==> config.mk <==
export PLATFORM = sky130hd
export DESIGN_NAME = l2_port_arbiter_flat
export DESIGN_NICKNAME = d
export VERILOG_FILES = /design/src/rtl/l2_port_arbiter_if.sv /design/src/rtl/l2_port_arbiter.sv /design/src/flat_wrapper.sv
export SDC_FILE = /design/constraint.sdc
export NUM_CORES = 1
export LEC_CHECK = 0
export ABC_AREA = 1
export BUFFER_PORTS_ARGS = -buffer_cell sky130_fd_sc_hd__buf_4
export CAP_MARGIN = 20
export CORE_AREA = 2 2 571 573
export CTS_CLUSTER_DIAMETER = 200
export CTS_CLUSTER_SIZE = 30
export DETAILED_ROUTE_END_ITERATION = 6
export DIE_AREA = 0 0 573 575
export PLACE_DENSITY = 0.3
export SYNTH_ARGS = -nofsm -noshare
export SYNTH_HDL_FRONTEND = slang
export SYNTH_SLANG_ARGS = --single-unit
==> constraint.sdc <==
create_clock -name clk -period 3.8 [get_ports clk]
set_input_delay 0.38 -clock clk [delete_from_list [all_inputs] [get_ports clk]]
set_output_delay 0.38 -clock clk [all_outputs]
set_load 0.02 [all_outputs]
==> src/rtl/l2_port_arbiter_if.sv <==
`default_nettype none
// ============================================================================
// Module   : l2_port_arbiter_if
// Purpose  : Bundles the I-cache, D-cache and L2 signals of the L2 port
//            arbiter. The slave modport is the arbiter's view; the master
//            modport is the surrounding caches and L2.
// Revision : 1.0 - initial release
// ============================================================================
interface l2_port_arbiter_if #(
    parameter int ADDR_W = 32,
    parameter int LINE_W = 256,
    parameter int BE_W   = LINE_W / 8
);
    // I-cache miss path
    logic              i_read;
    logic [ADDR_W-1:0] i_address;
    logic [LINE_W-1:0] i_rdata;
    logic              i_resp;

    // D-cache miss / writeback path
    logic              d_read;
    logic              d_write;
    logic [ADDR_W-1:0] d_address;
    logic [LINE_W-1:0] d_wdata;
    logic [BE_W-1:0]   d_byte_enable;
    logic [LINE_W-1:0] d_rdata;
    logic              d_resp;

    // Shared L2 port
    logic              l2_read;
    logic              l2_write;
    logic [ADDR_W-1:0] l2_address;
    logic [LINE_W-1:0] l2_wdata;
    logic [BE_W-1:0]   l2_byte_enable;
    logic [LINE_W-1:0] l2_rdata;
    logic              l2_resp;

    // Arbiter side
    modport slave (
        input  i_read, i_address,
        output i_rdata, i_resp,
        input  d_read, d_write, d_address, d_wdata, d_byte_enable,
        output d_rdata, d_resp,
        output l2_read, l2_write, l2_address, l2_wdata, l2_byte_enable,
        input  l2_rdata, l2_resp
    );

    // Caches and L2 side
    modport master (
        output i_read, i_address,
        input  i_rdata, i_resp,
        output d_read, d_write, d_address, d_wdata, d_byte_enable,
        input  d_rdata, d_resp,
        input  l2_read, l2_write, l2_address, l2_wdata, l2_byte_enable,
        output l2_rdata, l2_resp
    );
endinterface
`default_nettype wire

==> src/rtl/l2_port_arbiter.sv <==
`default_nettype none
// ============================================================================
// Module   : l2_port_arbiter
// Purpose  : Shares the single L2 port between the I-cache miss path and the
//            D-cache miss/writeback path. One transaction in flight, request
//            latched at grant, round-robin on ties, response routed only to
//            the granted side.
// Revision : 1.0 - initial release
// ============================================================================
module l2_port_arbiter #(
    parameter int ADDR_W = 32,
    parameter int LINE_W = 256,
    parameter int BE_W   = LINE_W / 8
) (
    input  logic               clk,
    input  logic               rst,
    l2_port_arbiter_if.slave   bus
);
    typedef enum logic [1:0] {
        ST_IDLE    = 2'd0,
        ST_SERVE_I = 2'd1,
        ST_SERVE_D = 2'd2
    } state_t;

    localparam logic c_GRANT_I = 1'b0;
    localparam logic c_GRANT_D = 1'b1;

    state_t            r_state;
    state_t            w_state_next;
    logic              r_last_grant;
    logic [ADDR_W-1:0] r_addr;
    logic [LINE_W-1:0] r_wdata;
    logic [BE_W-1:0]   r_be;
    logic              r_is_write;

    logic              w_i_req;
    logic              w_d_req;
    logic              w_grant_i;
    logic              w_grant_d;
    logic              w_busy;

    // Grant decision: a lone requester wins, a tie goes to the side that was not served last
    always_comb begin
        w_i_req   = bus.i_read;
        w_d_req   = bus.d_read | bus.d_write;
        w_grant_d = (r_state == ST_IDLE) && w_d_req &&
                    (!w_i_req || (r_last_grant == c_GRANT_I));
        w_grant_i = (r_state == ST_IDLE) && w_i_req &&
                    (!w_d_req || (r_last_grant == c_GRANT_D));
    end

    // Next state and L2/response outputs; responses are gated to the owner of the transaction
    always_comb begin
        w_state_next = r_state;
        w_busy       = 1'b0;
        bus.i_resp   = 1'b0;
        bus.d_resp   = 1'b0;
        case (r_state)
            ST_IDLE: begin
                if (w_grant_d) begin
                    w_state_next = ST_SERVE_D;
                end else if (w_grant_i) begin
                    w_state_next = ST_SERVE_I;
                end
            end
            ST_SERVE_I: begin
                w_busy = 1'b1;
                if (bus.l2_resp) begin
                    bus.i_resp   = 1'b1;
                    w_state_next = ST_IDLE;
                end
            end
            ST_SERVE_D: begin
                w_busy = 1'b1;
                if (bus.l2_resp) begin
                    bus.d_resp   = 1'b1;
                    w_state_next = ST_IDLE;
                end
            end
            default: begin
                w_state_next = ST_IDLE;
            end
        endcase
        bus.l2_read  = w_busy & ~r_is_write;
        bus.l2_write = w_busy &  r_is_write;
    end

    // State register
    always_ff @(posedge clk) begin
        if (rst) begin
            r_state <= ST_IDLE;
        end else begin
            r_state <= w_state_next;
        end
    end

    // Capture the winner's transaction at the grant edge so live inputs never reach the L2
    always_ff @(posedge clk) begin
        if (rst) begin
            r_last_grant <= c_GRANT_I;
            r_addr       <= '0;
            r_wdata      <= '0;
            r_be         <= '0;
            r_is_write   <= 1'b0;
        end else if (w_grant_d) begin
            r_last_grant <= c_GRANT_D;
            r_addr       <= bus.d_address;
            r_wdata      <= bus.d_wdata;
            r_be         <= bus.d_byte_enable;
            // A simultaneous read+write is treated as a write
            r_is_write   <= bus.d_write;
        end else if (w_grant_i) begin
            r_last_grant <= c_GRANT_I;
            r_addr       <= bus.i_address;
            r_wdata      <= '0;
            r_be         <= '1;
            r_is_write   <= 1'b0;
        end
    end

    assign bus.l2_address     = r_addr;
    assign bus.l2_wdata       = r_wdata;
    assign bus.l2_byte_enable = r_be;
    // Read data is broadcast; only the resp pulses identify the recipient
    assign bus.i_rdata        = bus.l2_rdata;
    assign bus.d_rdata        = bus.l2_rdata;

endmodule
`default_nettype wire

==> src/flat_wrapper.sv <==
// flat-port wrapper written by rule: the top's interface ports become plain ports
module l2_port_arbiter_flat 
#(
    parameter int ADDR_W = 32,
    parameter int LINE_W = 256,
    parameter int BE_W   = LINE_W / 8
)
  (clk, rst, bus_i_read, bus_i_address, bus_i_rdata, bus_i_resp, bus_d_read, bus_d_write, bus_d_address, bus_d_wdata, bus_d_byte_enable, bus_d_rdata, bus_d_resp, bus_l2_read, bus_l2_write, bus_l2_address, bus_l2_wdata, bus_l2_byte_enable, bus_l2_rdata, bus_l2_resp);
  l2_port_arbiter_if #(.ADDR_W(ADDR_W), .LINE_W(LINE_W), .BE_W(BE_W)) bus_i ();
  input  logic clk;
  input  logic rst;
  input wire logic [$bits(bus_i.i_read)-1:0] bus_i_read;
  input wire logic [$bits(bus_i.i_address)-1:0] bus_i_address;
  output wire logic [$bits(bus_i.i_rdata)-1:0] bus_i_rdata;
  output wire logic [$bits(bus_i.i_resp)-1:0] bus_i_resp;
  input wire logic [$bits(bus_i.d_read)-1:0] bus_d_read;
  input wire logic [$bits(bus_i.d_write)-1:0] bus_d_write;
  input wire logic [$bits(bus_i.d_address)-1:0] bus_d_address;
  input wire logic [$bits(bus_i.d_wdata)-1:0] bus_d_wdata;
  input wire logic [$bits(bus_i.d_byte_enable)-1:0] bus_d_byte_enable;
  output wire logic [$bits(bus_i.d_rdata)-1:0] bus_d_rdata;
  output wire logic [$bits(bus_i.d_resp)-1:0] bus_d_resp;
  output wire logic [$bits(bus_i.l2_read)-1:0] bus_l2_read;
  output wire logic [$bits(bus_i.l2_write)-1:0] bus_l2_write;
  output wire logic [$bits(bus_i.l2_address)-1:0] bus_l2_address;
  output wire logic [$bits(bus_i.l2_wdata)-1:0] bus_l2_wdata;
  output wire logic [$bits(bus_i.l2_byte_enable)-1:0] bus_l2_byte_enable;
  input wire logic [$bits(bus_i.l2_rdata)-1:0] bus_l2_rdata;
  input wire logic [$bits(bus_i.l2_resp)-1:0] bus_l2_resp;
  assign bus_i.i_read = bus_i_read;
  assign bus_i.i_address = bus_i_address;
  assign bus_i_rdata = bus_i.i_rdata;
  assign bus_i_resp = bus_i.i_resp;
  assign bus_i.d_read = bus_d_read;
  assign bus_i.d_write = bus_d_write;
  assign bus_i.d_address = bus_d_address;
  assign bus_i.d_wdata = bus_d_wdata;
  assign bus_i.d_byte_enable = bus_d_byte_enable;
  assign bus_d_rdata = bus_i.d_rdata;
  assign bus_d_resp = bus_i.d_resp;
  assign bus_l2_read = bus_i.l2_read;
  assign bus_l2_write = bus_i.l2_write;
  assign bus_l2_address = bus_i.l2_address;
  assign bus_l2_wdata = bus_i.l2_wdata;
  assign bus_l2_byte_enable = bus_i.l2_byte_enable;
  assign bus_i.l2_rdata = bus_l2_rdata;
  assign bus_i.l2_resp = bus_l2_resp;
  l2_port_arbiter #(.ADDR_W(ADDR_W), .LINE_W(LINE_W), .BE_W(BE_W)) u_core (.clk(clk), .rst(rst), .bus(bus_i));
endmodule
-- After elaboration in Yosys (flattened, before gate mapping)
Index checks and enable logic that the tools add are counted.
- logic and storage cells: 44
- register bits: 324
- input bits: 614
- equality and inequality tests: 4
- mux-type cells: 17
- reduce and logical (&&, ||, !) cells: 12
- bitwise gates (word level): 5
- operators with widths (kind ; count):
    $mux 256 ; 2
    $mux 32 ; 4
    $mux 1 ; 7
    $mux 2 ; 3
    $logic_and 1x1->1 ; 4
    $pmux 2 s2 ; 1
    $ne 3x1->1 const B ; 1
    $and 1x1->1 ; 2
    $eq 2x1->1 const B ; 1
    $eq 2x2->1 const B ; 1
    $logic_not 1->1 ; 2
    $logic_not 2->1 ; 1
    $logic_or 1x1->1 ; 2
    $ne 2x1->1 const B ; 1
    $not 1->1 ; 2
    $reduce_and 2->1 ; 1
    $reduce_bool 2->1 ; 1
    $reduce_or 2->1 ; 1
    $or 1x1->1 ; 1

-- Longest topological paths before layout
- word-level depth: 7
- gate-level depth with buffers: 10
- gate-level depth less buffers: 8

-- Least setup slack after synthesis
Ideal clock, no wire load.
- kind: register to register
- start point: register u_core.r_state[0]
- end point: register u_core.r_wdata[152], in the netlist u_core.bus.l2_wdata[152]
- path buffers: 3
- data arrival time: 1.413 ns
- cell stages (with the launch flop): 10
- clock period less this slack: 1.545 ns
- data required time: 3.668 ns
- slack: 2.255 ns
- cell sequence: dfxtp_1 > inv_1 > ha_1 > nand2_1 > o21bai_2 > buf_4 > buf_4 > buf_2 > nand3_1 > a21oi_1
- word-level cells in the longest chain between the ends: 4
- elaborated cells on any way between the ends: 7
- those cells by class: 1 x mux; 6 x reduce/logical
- RTL lines (item ; RTL line ; source):
    start: declaration ; l2_port_arbiter.sv:28 ; state_t r_state;
    start signal: assignment ; l2_port_arbiter.sv:93 ; r_state <= w_state_next;
    $logic_not 2->1 (*) ; l2_port_arbiter.sv:46, l2_port_arbiter.sv:48 ;
    $logic_and 1x1->1, on equally long branches (2 in a row) ; l2_port_arbiter.sv:46, l2_port_arbiter.sv:48 ;
    $mux 256 / $reduce_bool 2->1 (equally long branches) ; n/a ;
    end signal: assignment ; l2_port_arbiter.sv:108 ; r_wdata <= bus.d_wdata;
    end: declaration ; l2_port_arbiter.sv:32 ; logic [LINE_W-1:0] r_wdata;
Mark *: on every way between the ends. The rest lies on a longest branch, timed or not.
A chain may end at the register's enable or synchronous reset.

-- Worst setup path after layout
- start point: register u_core.r_state[0]
- end point: register u_core.r_wdata[229], in the netlist u_core.bus.l2_wdata[229]
Same word-level chain as after synthesis.

==> reports/metrics.csv <==
stage,metric,value,unit
floorplanning,die area,329000,µm²
power_and_ir_drop,maximum VDD drop,0.579,mV
grt,vias in the first global route,16800,
final_layout,area growth from synthesis to layout,69.0,%
clock_network,post-CTS sizing,0,
power_and_ir_drop,Total Power,14800,µW
clock_network,"Reg clk slew, reported paths",0.14,ns
clock_network,CTS H-Tree Depth,1,
setup_path,CP Class,flip-flop to flip-flop,
drt,Via Count,16100,
drt,Initial DRC Count,806,
synthesis,fraction of synthesized cell area in xor and xnor cells,0,%
clock_network,hold buffer count at CTS,375,
synthesis,Yosys warnings,0,
synthesis,simple logic cell fraction of the synthesized area,19.1,%
grt,gr ovfl total,0,
floorplanning,core area,323000,µm²
clock_network,"Setup Fix Bufs, Post-CTS",0,
placement,placed cell areas,22000,µm²
synthesis,Yosys reg bits,324,
placement,I/O Buffers,681,
final_layout,Final Cell Area,26600,µm²
synthesis,Compound-Gate Fraction of Synth Area,10.4,%
clock_network,CTS max path bufs,3,
floorplanning,die width,573,µm
setup_path,"Data required, critical path",4.47,ns
clock_network,total CTS buffers,21,
setup_path,CP Launch Type,flip-flop,
timing,fmax,333,MHz
synthesis,sequential element share of the synthesized area,41.3,%
drt,remaining antenna violation count,0,
timing,Max Clock Skew,0.0575,ns
floorplanning,Vert. Die Dim,575,µm
grt,first-pass GRT wire length,232,mm
grt,total track usage,11.3,%
clock_network,Root Buffer,clkbuf_16,
timing,Final TNS setup,0,ns
placement,Placer Congestion,0.835,
drt,total detailed-routing wirelength,194,mm
worst_hold_path,Hold Crit Class,input pin to flip-flop,
setup_path,arrival time of the worst setup path,3.66,ns
timing,RSZ-0062 raised after global routing,false,
drt,vias per cell,2.37,
floorplanning,# rows,209,
synthesis,Mapped Nets,2626,
setup_path,CP Capture Type,flip-flop,
drt,residual DRC count,0,
drt,total iterations of the first detailed-routing run,5,
timing,Final period util,78.9,%
floorplanning,Initial Util,4.86,%
final_layout,fill count,38000,
timing,Final Hold Viols,0,
flow_run,total of max-cap violations,0,
timing,Final Max Tran Viols,0,
clock_network,CTS tree,yes,
synthesis,largest family of logic cells by synthesized area,buffers and inverters,
placement,dpl hpwl,171,mm
timing,Final setup violation count,0,
clock_network,worst skew pair latency,0.72,ns
setup_path,top fanout value on the critical path,88,
synthesis,Post-Synth Adder-Cell Area,0.239,%
final_layout,NumNets Final,3069,
power_and_ir_drop,Pleak,0.00979,µW
final_layout,share of layout cells above drive strength 1,29.9,%
synthesis,Cells after Synth,2009,
grt,largest net degree at the start of global routing,137,
timing,Final min period,3.00,ns
synthesis,Mapped Area,15700,µm²
clock_network,Clock Sinks,324,
synthesis,synth unique cells,18,
synthesis,synthesized area per cell,7.83,µm²
drt,Avg WL per Cell,28.5,µm
power_and_ir_drop,Cell Pwr Density,557,nW/µm²
timing,Slew @ Worst Pin,1.07,ns
floorplanning,num ports,1450,
grt,antenna violations before repair,73,
synthesis,post-synthesis mux area share,0,%
timing,Slew headroom,28.6,%
status,status,"finished, final reports clean",
## cells in the mapped netlist, drive strengths merged
cell    instances  area, µm²
buf           590       4280
o21bai          1       11.3
nand3         258       1300
nor3           64        320
inv            12       45.0
o21ai          65        325
ha              3       37.5
nor2           99        372
clkbuf         63        236
nand2         269       1010
a21oi         261       1310
dfxtp         324       6490
## report_power, final
group	total, µW	leakage (µW)	internal (µW)	switching (µW)
Clock	3120	0.000380	1180	1940
Combinational	7090	0.00674	2260	4830
Sequential	4590	0.00267	4130	454
## area by class of cell
type                            instances  area (µm²)  area share, %
Antenna cell                            4        10.0         0.0377
Clock buffer                           22         539           2.03
Clock inverter                         12         262          0.984
Inverter                               12        52.6          0.198
Multi-Input combinational cell       1020        4700           17.7
Sequential cell                       324        6490           24.4
Tap cell                             4325        5410           20.4
Timing Repair Buffer                 1073        9110           34.3
## sequential cells by signal, indices dropped and copies added (netlist names)
name	count
u_core.bus.l2_address	32
u_core.bus.l2_byte_enable	32
u_core.bus.l2_wdata	256
u_core.r_is_write	1
u_core.r_last_grant	1
u_core.r_state	2
## cells by family after synthesis
family	count (synthesis)
and+or+nand+nor	690
AOI/OAI and AO/OA	327
DFF	324
adders and majority gates	3
buffers and inverters	665
## layer usage
layer	wire length (µm)	vias up	track usage, %
met1	52300	7337	8.74
met4	6010	10	2.61
met3	47500	305	12.8
met2	87700	1521	18.4
met5	244	-	0.516
li1	-	6947	-
## layout by cell type, fill, tap and decap left out, types with 21 or more instances in the layout
cell,synthesis,final
clkbuf_16,0,21
a21oi_1,261,261
dlygate4sd3_1,0,375
nand3_1,257,257
nand2_1,268,268
buf_4,526,688
nor3_1,64,64
nor2_1,99,99
dfxtp_1,324,324
o21ai_0,65,65
## worst max-delay path: stages, from the launching register on
cell and delay, ns:
dfxtp_1 0.34, inv_1 0.10, ha_1 0.25, nand3_4 0.34, inv_8 0.61, buf_12 0.40
nand2_1 0.10, a21oi_1 0.17, dlygate4sd3_1 0.58
## stage by stage
stage          instances  setup slack [ns]  hold WS (ns)  util [%]
2_1_floorplan       2009              2.25         0.456         -
3_3_place_gp        6379              1.20         0.456      6.81
3_5_place_dp        6379              1.19         0.459      6.81
4_1_cts             6788             0.772       0.00252      8.22
5_1_grt             6788             0.560        0.0240      8.22
6_report            6792             0.801        0.0686      8.22
## worst paths after layout
check / startpoint / to / slack (ns) / cells past startpoint
worst max-delay path: u_core.r_state[0]$_SDFFE_PP0P_ / u_core.bus.l2_wdata[229]$_SDFFE_PP0P_ / 0.80 / 8
worst max register to register: u_core.r_state[0]$_SDFFE_PP0P_ / u_core.bus.l2_wdata[229]$_SDFFE_PP0P_ / 0.80 / 8
worst min register to register: u_core.bus.l2_byte_enable[1]$_SDFFE_PP0P_ / u_core.bus.l2_byte_enable[1]$_SDFFE_PP0P_ / 0.48 / 2
worst min-delay path: bus_d_wdata[33] / u_core.bus.l2_wdata[33]$_SDFFE_PP0P_ / 0.07 / 3
No activity file was read; power rests on OpenSTA's default activity.
